[src/rtl/note_pkg.sv]
// Shared types and constants for the string note scheduler: FSM state, field widths,
// and the transpose saturation helper.
package note_pkg;

    localparam int NOTE_W        = 6;
    localparam int OCT_W         = 3;
    localparam int SEMI_W        = 4;
    localparam int STR_W         = 3;
    localparam int SEMIS_PER_OCT = 12;

    typedef enum logic [1:0] {
        IDLE   = 2'd0,
        DECODE = 2'd1,
        OUTPUT = 2'd2
    } state_t;

    // Clamp a signed transposed note into the playable 0..63 range.
    function automatic logic [NOTE_W-1:0] sat_note(input logic signed [7:0] sum);
        logic [NOTE_W-1:0] res;
        if (sum < 8'sd0) begin
            res = 6'd0;
        end else if (sum > 8'sd63) begin
            res = 6'd63;
        end else begin
            res = sum[NOTE_W-1:0];
        end
        return res;
    endfunction

endpackage

[src/rtl/note_div12.sv]
// Combinational divide-by-12 for 6-bit note numbers: octave = note / 12, semitone = note % 12.
module note_div12
    import note_pkg::*;
(
    input  logic [NOTE_W-1:0] note,
    output logic [OCT_W-1:0]  octave,
    output logic [SEMI_W-1:0] semitone
);

    logic [NOTE_W-1:0] base_s;

    // Threshold compare against multiples of 12 instead of a generic divider.
    always_comb begin
        octave = 3'd0;
        base_s = 6'd0;
        if (note >= 6'd60) begin
            octave = 3'd5;
            base_s = 6'd60;
        end else if (note >= 6'd48) begin
            octave = 3'd4;
            base_s = 6'd48;
        end else if (note >= 6'd36) begin
            octave = 3'd3;
            base_s = 6'd36;
        end else if (note >= 6'd24) begin
            octave = 3'd2;
            base_s = 6'd24;
        end else if (note >= 6'd12) begin
            octave = 3'd1;
            base_s = 6'd12;
        end else begin
            octave = 3'd0;
            base_s = 6'd0;
        end
        semitone = SEMI_W'(note - base_s);
    end

endmodule

[src/rtl/string_note_scheduler.sv]
// Round-robin scheduler collecting note requests from up to 8 strings and emitting
// octave/semitone pairs. Optional feature macro: NOTE_SCHED_TRANSPOSE_EN (adds transpose input).
module string_note_scheduler
    import note_pkg::*;
#(
    parameter int NUM_STR = 6
) (
    input  logic                       clk,
    input  logic                       rst_n,
    input  logic [NUM_STR-1:0]         req_valid,
    input  logic [NOTE_W*NUM_STR-1:0]  req_note,
    output logic [NUM_STR-1:0]         req_ready,
`ifdef NOTE_SCHED_TRANSPOSE_EN
    input  logic signed [4:0]          transpose,
`endif
    output logic                       out_valid,
    input  logic                       out_ready,
    output logic [STR_W-1:0]           out_string,
    output logic [OCT_W-1:0]           out_octave,
    output logic [SEMI_W-1:0]          out_semitone,
    output logic                       busy
);

    state_t               state_r, state_s;
    logic [NUM_STR-1:0]   pending_r, pending_s, clr_s;
    logic [NOTE_W-1:0]    slot_note_r [NUM_STR];
    logic [STR_W-1:0]     ptr_r;
    logic [STR_W-1:0]     idx_r;
    logic [NOTE_W-1:0]    note_r, grant_note_s;
    logic                 grant_s, found_s;
    logic [STR_W-1:0]     grant_idx_s;
    logic [3:0]           cand_s, next_ptr_s;
    logic [7:0]           pend_ext_s;
    logic [OCT_W-1:0]     div_oct_s;
    logic [SEMI_W-1:0]    div_semi_s;
    logic                 out_valid_r;
    logic [STR_W-1:0]     out_string_r;
    logic [OCT_W-1:0]     out_octave_r;
    logic [SEMI_W-1:0]    out_semitone_r;

    assign req_ready    = ~pending_r;
    assign busy         = (pending_r != '0) || (state_r != IDLE);
    assign out_valid    = out_valid_r;
    assign out_string   = out_string_r;
    assign out_octave   = out_octave_r;
    assign out_semitone = out_semitone_r;

    // Round-robin search: first pending slot at or after the pointer, wrapping at NUM_STR.
    always_comb begin
        found_s     = 1'b0;
        grant_idx_s = 3'd0;
        cand_s      = 4'd0;
        pend_ext_s  = 8'(pending_r);
        for (int k = 0; k < NUM_STR; k++) begin
            cand_s = {1'b0, ptr_r} + 4'(k);
            cand_s = (cand_s >= 4'(NUM_STR)) ? (cand_s - 4'(NUM_STR)) : cand_s;
            if (!found_s && pend_ext_s[cand_s[2:0]]) begin
                found_s     = 1'b1;
                grant_idx_s = cand_s[2:0];
            end else begin
                found_s     = found_s;
            end
        end
        next_ptr_s = {1'b0, grant_idx_s} + 4'd1;
        next_ptr_s = (next_ptr_s >= 4'(NUM_STR)) ? 4'd0 : next_ptr_s;
    end

    // Next-state logic; out_valid lags OUTPUT entry by one cycle, so the handshake uses the register.
    always_comb begin
        state_s = state_r;
        grant_s = 1'b0;
        case (state_r)
            IDLE: begin
                if (found_s) begin
                    state_s = DECODE;
                    grant_s = 1'b1;
                end else begin
                    state_s = IDLE;
                end
            end
            DECODE: state_s = OUTPUT;
            OUTPUT: begin
                if (out_valid_r && out_ready) begin
                    state_s = IDLE;
                end else begin
                    state_s = OUTPUT;
                end
            end
            default: state_s = IDLE;
        endcase
    end

    // Slot bookkeeping: grant clears, a handshake on a free slot sets.
    always_comb begin
        clr_s     = grant_s ? (NUM_STR'(1) << grant_idx_s) : '0;
        pending_s = (pending_r & ~clr_s) | (req_valid & ~pending_r);
    end

    // Note presented to the divider after the grant, optionally transposed and clamped.
`ifdef NOTE_SCHED_TRANSPOSE_EN
    always_comb begin
        grant_note_s = sat_note($signed({2'b00, slot_note_r[grant_idx_s]}) +
                                $signed({{3{transpose[4]}}, transpose}));
    end
`else
    always_comb begin
        grant_note_s = slot_note_r[grant_idx_s];
    end
`endif

    // FSM state, pending flags and round-robin pointer.
    always_ff @(posedge clk or negedge rst_n) begin
        if (!rst_n) begin
            state_r   <= IDLE;
            pending_r <= '0;
            ptr_r     <= 3'd0;
        end else begin
            state_r   <= state_s;
            pending_r <= pending_s;
            ptr_r     <= grant_s ? next_ptr_s[2:0] : ptr_r;
        end
    end

    // Per-string note capture on request handshake.
    always_ff @(posedge clk or negedge rst_n) begin
        if (!rst_n) begin
            for (int i = 0; i < NUM_STR; i++) begin
                slot_note_r[i] <= 6'd0;
            end
        end else begin
            for (int i = 0; i < NUM_STR; i++) begin
                if (req_valid[i] && !pending_r[i]) begin
                    slot_note_r[i] <= req_note[NOTE_W*i +: NOTE_W];
                end else begin
                    slot_note_r[i] <= slot_note_r[i];
                end
            end
        end
    end

    // Granted note and index latch.
    always_ff @(posedge clk or negedge rst_n) begin
        if (!rst_n) begin
            note_r <= 6'd0;
            idx_r  <= 3'd0;
        end else if (grant_s) begin
            note_r <= grant_note_s;
            idx_r  <= grant_idx_s;
        end else begin
            note_r <= note_r;
            idx_r  <= idx_r;
        end
    end

    note_div12 u_div (
        .note     (note_r),
        .octave   (div_oct_s),
        .semitone (div_semi_s)
    );

    // Output fields load only in DECODE, so they hold through OUTPUT and idle periods.
    always_ff @(posedge clk or negedge rst_n) begin
        if (!rst_n) begin
            out_string_r   <= 3'd0;
            out_octave_r   <= 3'd0;
            out_semitone_r <= 4'd0;
        end else if (state_r == DECODE) begin
            out_string_r   <= idx_r;
            out_octave_r   <= div_oct_s;
            out_semitone_r <= div_semi_s;
        end else begin
            out_string_r   <= out_string_r;
            out_octave_r   <= out_octave_r;
            out_semitone_r <= out_semitone_r;
        end
    end

    // out_valid rises one cycle into OUTPUT and drops on the accepting edge.
    always_ff @(posedge clk or negedge rst_n) begin
        if (!rst_n) begin
            out_valid_r <= 1'b0;
        end else if (state_r == OUTPUT) begin
            out_valid_r <= !(out_valid_r && out_ready);
        end else begin
            out_valid_r <= 1'b0;
        end
    end

endmodule

[config.mk]
export PLATFORM = sky130hd
export DESIGN_NAME = string_note_scheduler
export DESIGN_NICKNAME = d
export VERILOG_FILES = /design/src/rtl/note_pkg.sv /design/src/rtl/note_div12.sv /design/src/rtl/string_note_scheduler.sv
export SDC_FILE = /design/constraint.sdc
export NUM_CORES = 1
export LEC_CHECK = 0
export ABC_AREA = 1
export ABC_CLOCK_PERIOD_IN_PS = 3900
export CAP_MARGIN = 20
export CORE_ASPECT_RATIO = 1.75
export CORE_UTILIZATION = 30
export CTS_CLUSTER_SIZE = 40
export DETAILED_ROUTE_END_ITERATION = 8
export PLACE_DENSITY = 0.47
export SETUP_SLACK_MARGIN = 0.2
export SYNTH_ARGS = -nofsm -noshare
export SYNTH_HDL_FRONTEND = slang
export SYNTH_SLANG_ARGS = --single-unit
[constraint.sdc]
create_clock -name clk -period 3.9 [get_ports clk]
set_input_delay 0.78 -clock clk [delete_from_list [all_inputs] [get_ports clk]]
set_output_delay 0.78 -clock clk [all_outputs]
set_load 0.005 [all_outputs]
**Yosys cells after proc, flatten, opt, wreduce, memory -nomap -nowiden**

Index checks and enable logic that the tools add are counted.
W data, S select, Z words.

- $add $sub $neg: 13
- $mul: 0
- Div/mod/pow operators: 0
- Magnitude comparators: 19
- Equal/unequal tests: 2
- Shift operators: 1
- Mux-type cells: 51
- Bitwise gates (word level): 6
- Reductions and logical operators: 28

Operator list:

| operator | count |
|---|---|
| $mux W3 | 17 |
| $ge A4 B3 Y1 const B | 6 |
| $lt A3 B4 Y1 const B | 6 |
| $mux W4 | 5 |
| $bmux W1 S3 | 6 |
| $bmux W6 S3 | 1 |
| $ge A6 B6 Y1 const B | 3 |
| $mux W6 | 3 |
| $sub A3 B3 Y3 const B | 6 |
| $mux W1 | 17 |
| $and A6 B6 Y6 | 2 |
| $logic_and A1 B1 Y1 | 12 |
| $logic_not A1 Y1 | 12 |
| $not A6 Y6 | 2 |
| $add A3 B1 Y4 const B | 2 |
| $add A3 B2 Y4 const B | 2 |
| $add A3 B3 Y4 const B | 2 |
| $ge A6 B4 Y1 const B | 1 |
| $ge A6 B5 Y1 const B | 1 |
| $or A6 B6 Y6 | 1 |
| $pmux W2 S3 | 1 |
| $reduce_bool A6 Y1 | 1 |
| $shl A1 B3 Y6 const A | 1 |
| $ge A4 B4 Y1 const B | 1 |
| other kinds (9) | 9 |

- Bits in registers: 67
- Latch bits: 0
- Bits in writable memories: 0
- Memory bits (read-only): 0
- Bits of input ports: 45
- Output and inout bits: 18
- Logic and storage cells: 135
- Memories kept: 0

**Longest topological paths before layout**

- Depth in word-level cells: 26
- Mapped depth: 27
- Gate-level depth less buffers: 26

**Hierarchy**

A second synthesis with hierarchy kept.

- Cells, all modules: 486
- Area total of the unflattened synthesis: 4025.1 µm²

Modules (own cells, without submodules):

| module | instances | cells an instance | area each (µm²) | sequential area each (µm²) |
|---|---|---|---|---|
| string_note_scheduler | 1 | 457 | 3891.2 | 1676.6 |
| note_div12 | 1 | 29 | 133.9 | 0.0 |

**Worst setup path before layout**

Ideal clock, no wire load.

- Path type: register to register
- Start: register ptr_r[0]
- End: register ptr_r[0]
- Library setup time: 127 ps
- Data arrival time: 3019 ps
- Slack: 754 ps
- Cell stages (with the launch flop): 23
- Buffers on the path: 3
- Clock period less this slack: 3146 ps
- Cells stage by stage: dfrtp_1 buf_4 inv_1 ha_1 clkbuf_2 nor2_1 nor2_1 o21ai_0 nand2_1 nand2_1 nand3_1 nand2_1 nand4_1 inv_1 nand2_1 nand2_2 buf_6 inv_1 ha_1 nand2_1 nand2_1 nand2_1 o21ai_1

- Word-level cells in the longest chain between the ends: 23
- Elaborated cells on any way between the ends: 62

RTL lines:

| what | RTL line | text |
|---|---|---|
| from (decl) | string_note_scheduler.sv:27 | `logic [STR_W-1:0] ptr_r;` |
| from (signal assigned) | string_note_scheduler.sv:120 | `ptr_r <= grant_s ? next_ptr_s[2:0] : ptr_r;` |
| parallel branches: the longest is 19 deep, another holds $add A3 B1 Y4 | -- |  |
| $mux W3 * | string_note_scheduler.sv:57 | `if (!found_s && pend_ext_s[cand_s[2:0]]) begin` |
| named net grant_idx_s[1] | string_note_scheduler.sv:31 | `logic [STR_W-1:0] grant_idx_s;` |
| $add A3 B1 Y4 * | string_note_scheduler.sv:64 | `next_ptr_s = {1'b0, grant_idx_s} + 4'd1;` |
| $ge A4 B3 Y1 * | string_note_scheduler.sv:65 | `next_ptr_s = (next_ptr_s >= 4'(NUM_STR)) ? 4'd0 : next_ptr_s;` |
| $mux W3 * | string_note_scheduler.sv:65 |  |

Mark *: on every way through the listed nets, which the timed path passes. The select of a mux whose other input is x is not followed.
A chain may end at the register's enable or synchronous reset.

**Worst setup path in the final report**

- Start: register ptr_r[2]
- End: register ptr_r[0]

- Word-level cells in the longest chain between the ends: 23
- Elaborated cells on any way between the ends: 62

RTL lines:

| what |
|---|
| parallel branches: the longest is 23 deep, another holds $add A3 B1 Y4 |

Several ways; the timed one is not identified. The select of a mux whose other input is x is not followed.

==> impl_metrics.env <==
export IMPL_synthXorXnorAreaFrac=0.00850
export IMPL_setup_viol=0
export IMPL_rsz0062_at_grt="no"
export IMPL_grt_ovfl_total=0
export IMPL_die_w_um=89
export IMPL_worstRegToRegCells=19
export IMPL_grt_util_all_layers=0.181
export IMPL_final_nets=642
export IMPL_synth_seq_cells=67
export IMPL_numCtsBuffers=9
export IMPL_post_synth_top_area_cell="dfrtp_1"
export IMPL_yosys_area_share_simple=0.320
export IMPL_drt_first_pass_iters=4
export IMPL_yosysSeqAreaShare=0.422
export IMPL_critPathMaxFanout=22
export IMPL_fp_dieArea_um2=13700
export IMPL_synthArstFlopShare=1.00
export IMPL_setup_tns_ns=0
export IMPL_synth_compound_area_share=0.0693
export IMPL_hold_start="out_semitone[0]$_DFFE_PN0N_"
export IMPL_synthMuxAreaShare=0.0680
export IMPL_worst_ep_required_time_ns=4.10
export IMPL_reg2reg_to="ptr_r[0]$_DFFE_PN0P_"
export IMPL_cts_buffer_depth=2
export IMPL_dp_cells=743
export IMPL_drive_gt1_frac=0.109
export IMPL_ys_top_cells_by_count="nand2_1, dfrtp_1, inv_1, nand3_1, nor2_1"
export IMPL_final_cells=760
export IMPL_holdPathEnd="out_semitone[0]$_DFFE_PN0N_"
export IMPL_setup_worst_path_start_class="register"
export IMPL_pin_count=63
export IMPL_ys_types=34
export IMPL_crit_path_end_kind="register"
export IMPL_cts_hold_fix_buffers=0
export IMPL_final_max_slew_violation_count=0
export IMPL_synthAdderAreaFrac=0.0409
export IMPL_routed_wl_mm=11.4
export IMPL_ant_nets=0
export IMPL_syn_instance_count=518
export IMPL_avgSynthCellArea_um2=7.67
export IMPL_reg2reg_from="ptr_r[2]$_DFFE_PN0P_"
export IMPL_grt_pass1_vias=3676
export IMPL_clock_fmax_ghz=0.299
export IMPL_num_rows=55
export IMPL_io_buffers=62
export IMPL_synth_ff_type="dfrtp_1"
export IMPL_gp_congestion=0.860
export IMPL_drc=0
export IMPL_fin_util=0.393
export IMPL_max_cap_violations=0
export IMPL_synth_top_family_by_area="simple AND/OR/NAND/NOR gates"
export IMPL_synthTopCellsByArea="dfrtp_1, nand2_1, mux2_2"
export IMPL_hold_viol_final=0
export IMPL_start_util=0.307
export IMPL_hold_path_class="reg2reg"
export IMPL_relSlewSlack=0.422
export IMPL_finClkSkew_ns=0.00667
export IMPL_antenna_found_initial=0
export IMPL_yosysTopAreaCellShare=0.422
export IMPL_ys_warnings_count=0
export IMPL_fin_crit_ns=3.35
export IMPL_cts_root_buffer="clkbuf_16"
export IMPL_clkSlewWorstSetupHoldPaths_ns=0.05
export IMPL_grt_start_max_net_pins=68
export IMPL_synth_edf_count=0
export IMPL_status="finished, final reports clean"
export IMPL_cts_tree="yes"
export IMPL_diodes=0
export IMPL_cts_sinks=67
export IMPL_design_core_area_um2=12900
export IMPL_grt_pass1_wl_mm=18.1
export IMPL_worstPathArrival_ns=3.55
export IMPL_hpwlAfterDp_mm=9.09
export IMPL_vias=3558
export IMPL_synth_most_common_cell="nand2_1"
export IMPL_via_per_inst=4.68
export IMPL_area_growth_pct=27.8
export IMPL_finalCritPeriodShare=0.859
export IMPL_synth_cell_area_um2=3970
export IMPL_r2r_slack_ns=0.55
export IMPL_syn_num_nets=576
export IMPL_drt_iter0_drc=168
export IMPL_clk_latency_ns=0.33
export IMPL_die_height_um=154
export IMPL_critPathKind="reg2reg"
export IMPL_avgRoutedWirePerCell_um=15.0
export IMPL_cts_max_level=3
export IMPL_worst_slew_pin_slew_ns=0.866
export IMPL_hold_depth=2
-- repair_timing --
action,4_1_cts,5_1_grt
endpoints found under the setup margin,0,14
hold endpoints to repair,0,0
gates resized for setup,0,5
setup buffers,0,1
-- metal layers --
| layer | up-vias | track usage | routed length [um] |
|---|---|---|---|
| met5 | - | 0 | 0 |
| met3 | 20 | 0.0299 | 229 |
| li1 | 1796 | - | - |
| met4 | 0 | 0.0794 | 403 |
| met1 | 1680 | 0.170 | 4120 |
| met2 | 62 | 0.362 | 6670 |
-- flip-flops by register name (all words and copies together) (netlist names) --
name and cells:
idx_r 3, note_r 6, out_octave 3, out_semitone 4
out_string 3, out_valid 1, pending_r 6, ptr_r 3
slot_note_r 36, state_r 2
-- area by class of cell --
cell class | instances | area [um2]
clock buffer | 12 | 256
clock inverter | 4 | 48.8
fill | 1401 | 7860
inverter | 54 | 203
multi-input combinational | 385 | 2030
sequential | 67 | 1680
tap | 171 | 214
timing repair buffer | 67 | 653
-- kinds of logic after synthesis --
logic type               count (synthesis)
AO/OA/AOI/OAI                           50
adder cells (fa/ha/maj)                 13
flip-flops                              67
AND/OR/NAND/NOR                        295
buffers and inverters                   66
multiplexers                            24
XOR/XNOR                                 3
-- worst max-delay path, cell delays in order, from the launching register on --
cell and delay (ns):
dfrtp_1 0.52, ha_1 0.39, nand2_1 0.17, a21oi_1 0.22, nand2_1 0.10, nand2_1 0.11, nor2_1 0.06, nand2_1 0.12
nand3_2 0.12, nor2_4 0.16, nand3_2 0.09, nand2_1 0.13, nand2_4 0.14, nand2_8 0.17, inv_2 0.09, ha_1 0.32
nand2_1 0.07, nand2_1 0.09, nand2_1 0.08, o21ai_1 0.06
-- worst max-delay path by stage --
stage                    startpoint  cells past startpoint                   end  slack (ns)
2_1_floorplan  ptr_r[0]$_DFFE_PN0P_                     22  ptr_r[0]$_DFFE_PN0P_        0.75
6_report       ptr_r[2]$_DFFE_PN0P_                     19  ptr_r[0]$_DFFE_PN0P_        0.55
4_1_cts        ptr_r[1]$_DFFE_PN0P_                     14  ptr_r[0]$_DFFE_PN0P_        0.22
5_1_grt        ptr_r[2]$_DFFE_PN0P_                     19  ptr_r[1]$_DFFE_PN0P_        0.21
3_5_place_dp   ptr_r[1]$_DFFE_PN0P_                     14  ptr_r[0]$_DFFE_PN0P_        0.26
3_3_place_gp   ptr_r[2]$_DFFE_PN0P_                     14  ptr_r[1]$_DFFE_PN0P_        0.29
-- metrics by stage --
stage / setup slack (ns) / hold WS, ns / instance area (um2)
after floorplan: 0.754 / 0.449 / 3970
after global placement: 0.293 / 0.462 / 4750
after detailed placement: 0.261 / 0.464 / 4750
after CTS: 0.219 / 0.476 / 5060
after global routing: 0.214 / 0.507 / 5080
final: 0.552 / 0.478 / 5080
-- cell usage in the layout, fill, tap and decap left out, types with 2 or more instances in the layout --
master / count
a21oi_1: 17
buf_4: 5
clkbuf_16: 9
clkbuf_8: 2
clkdlybuf4s50_1: 61
clkinv_2: 2
dfrtp_1: 66
ha_1: 13
inv_1: 50
inv_2: 4
mux2_2: 24
nand2_1: 181
nand2_2: 3
nand3_1: 51
nand3_2: 4
nand3b_1: 3
nand4_1: 5
nor2_1: 41
o211ai_1: 2
o21ai_0: 15
o21ai_1: 11
o31ai_1: 2
Power is left out: the tool's default activity adds up to more than one toggle a clock period on the data nets, which glitch-free logic cannot reach.
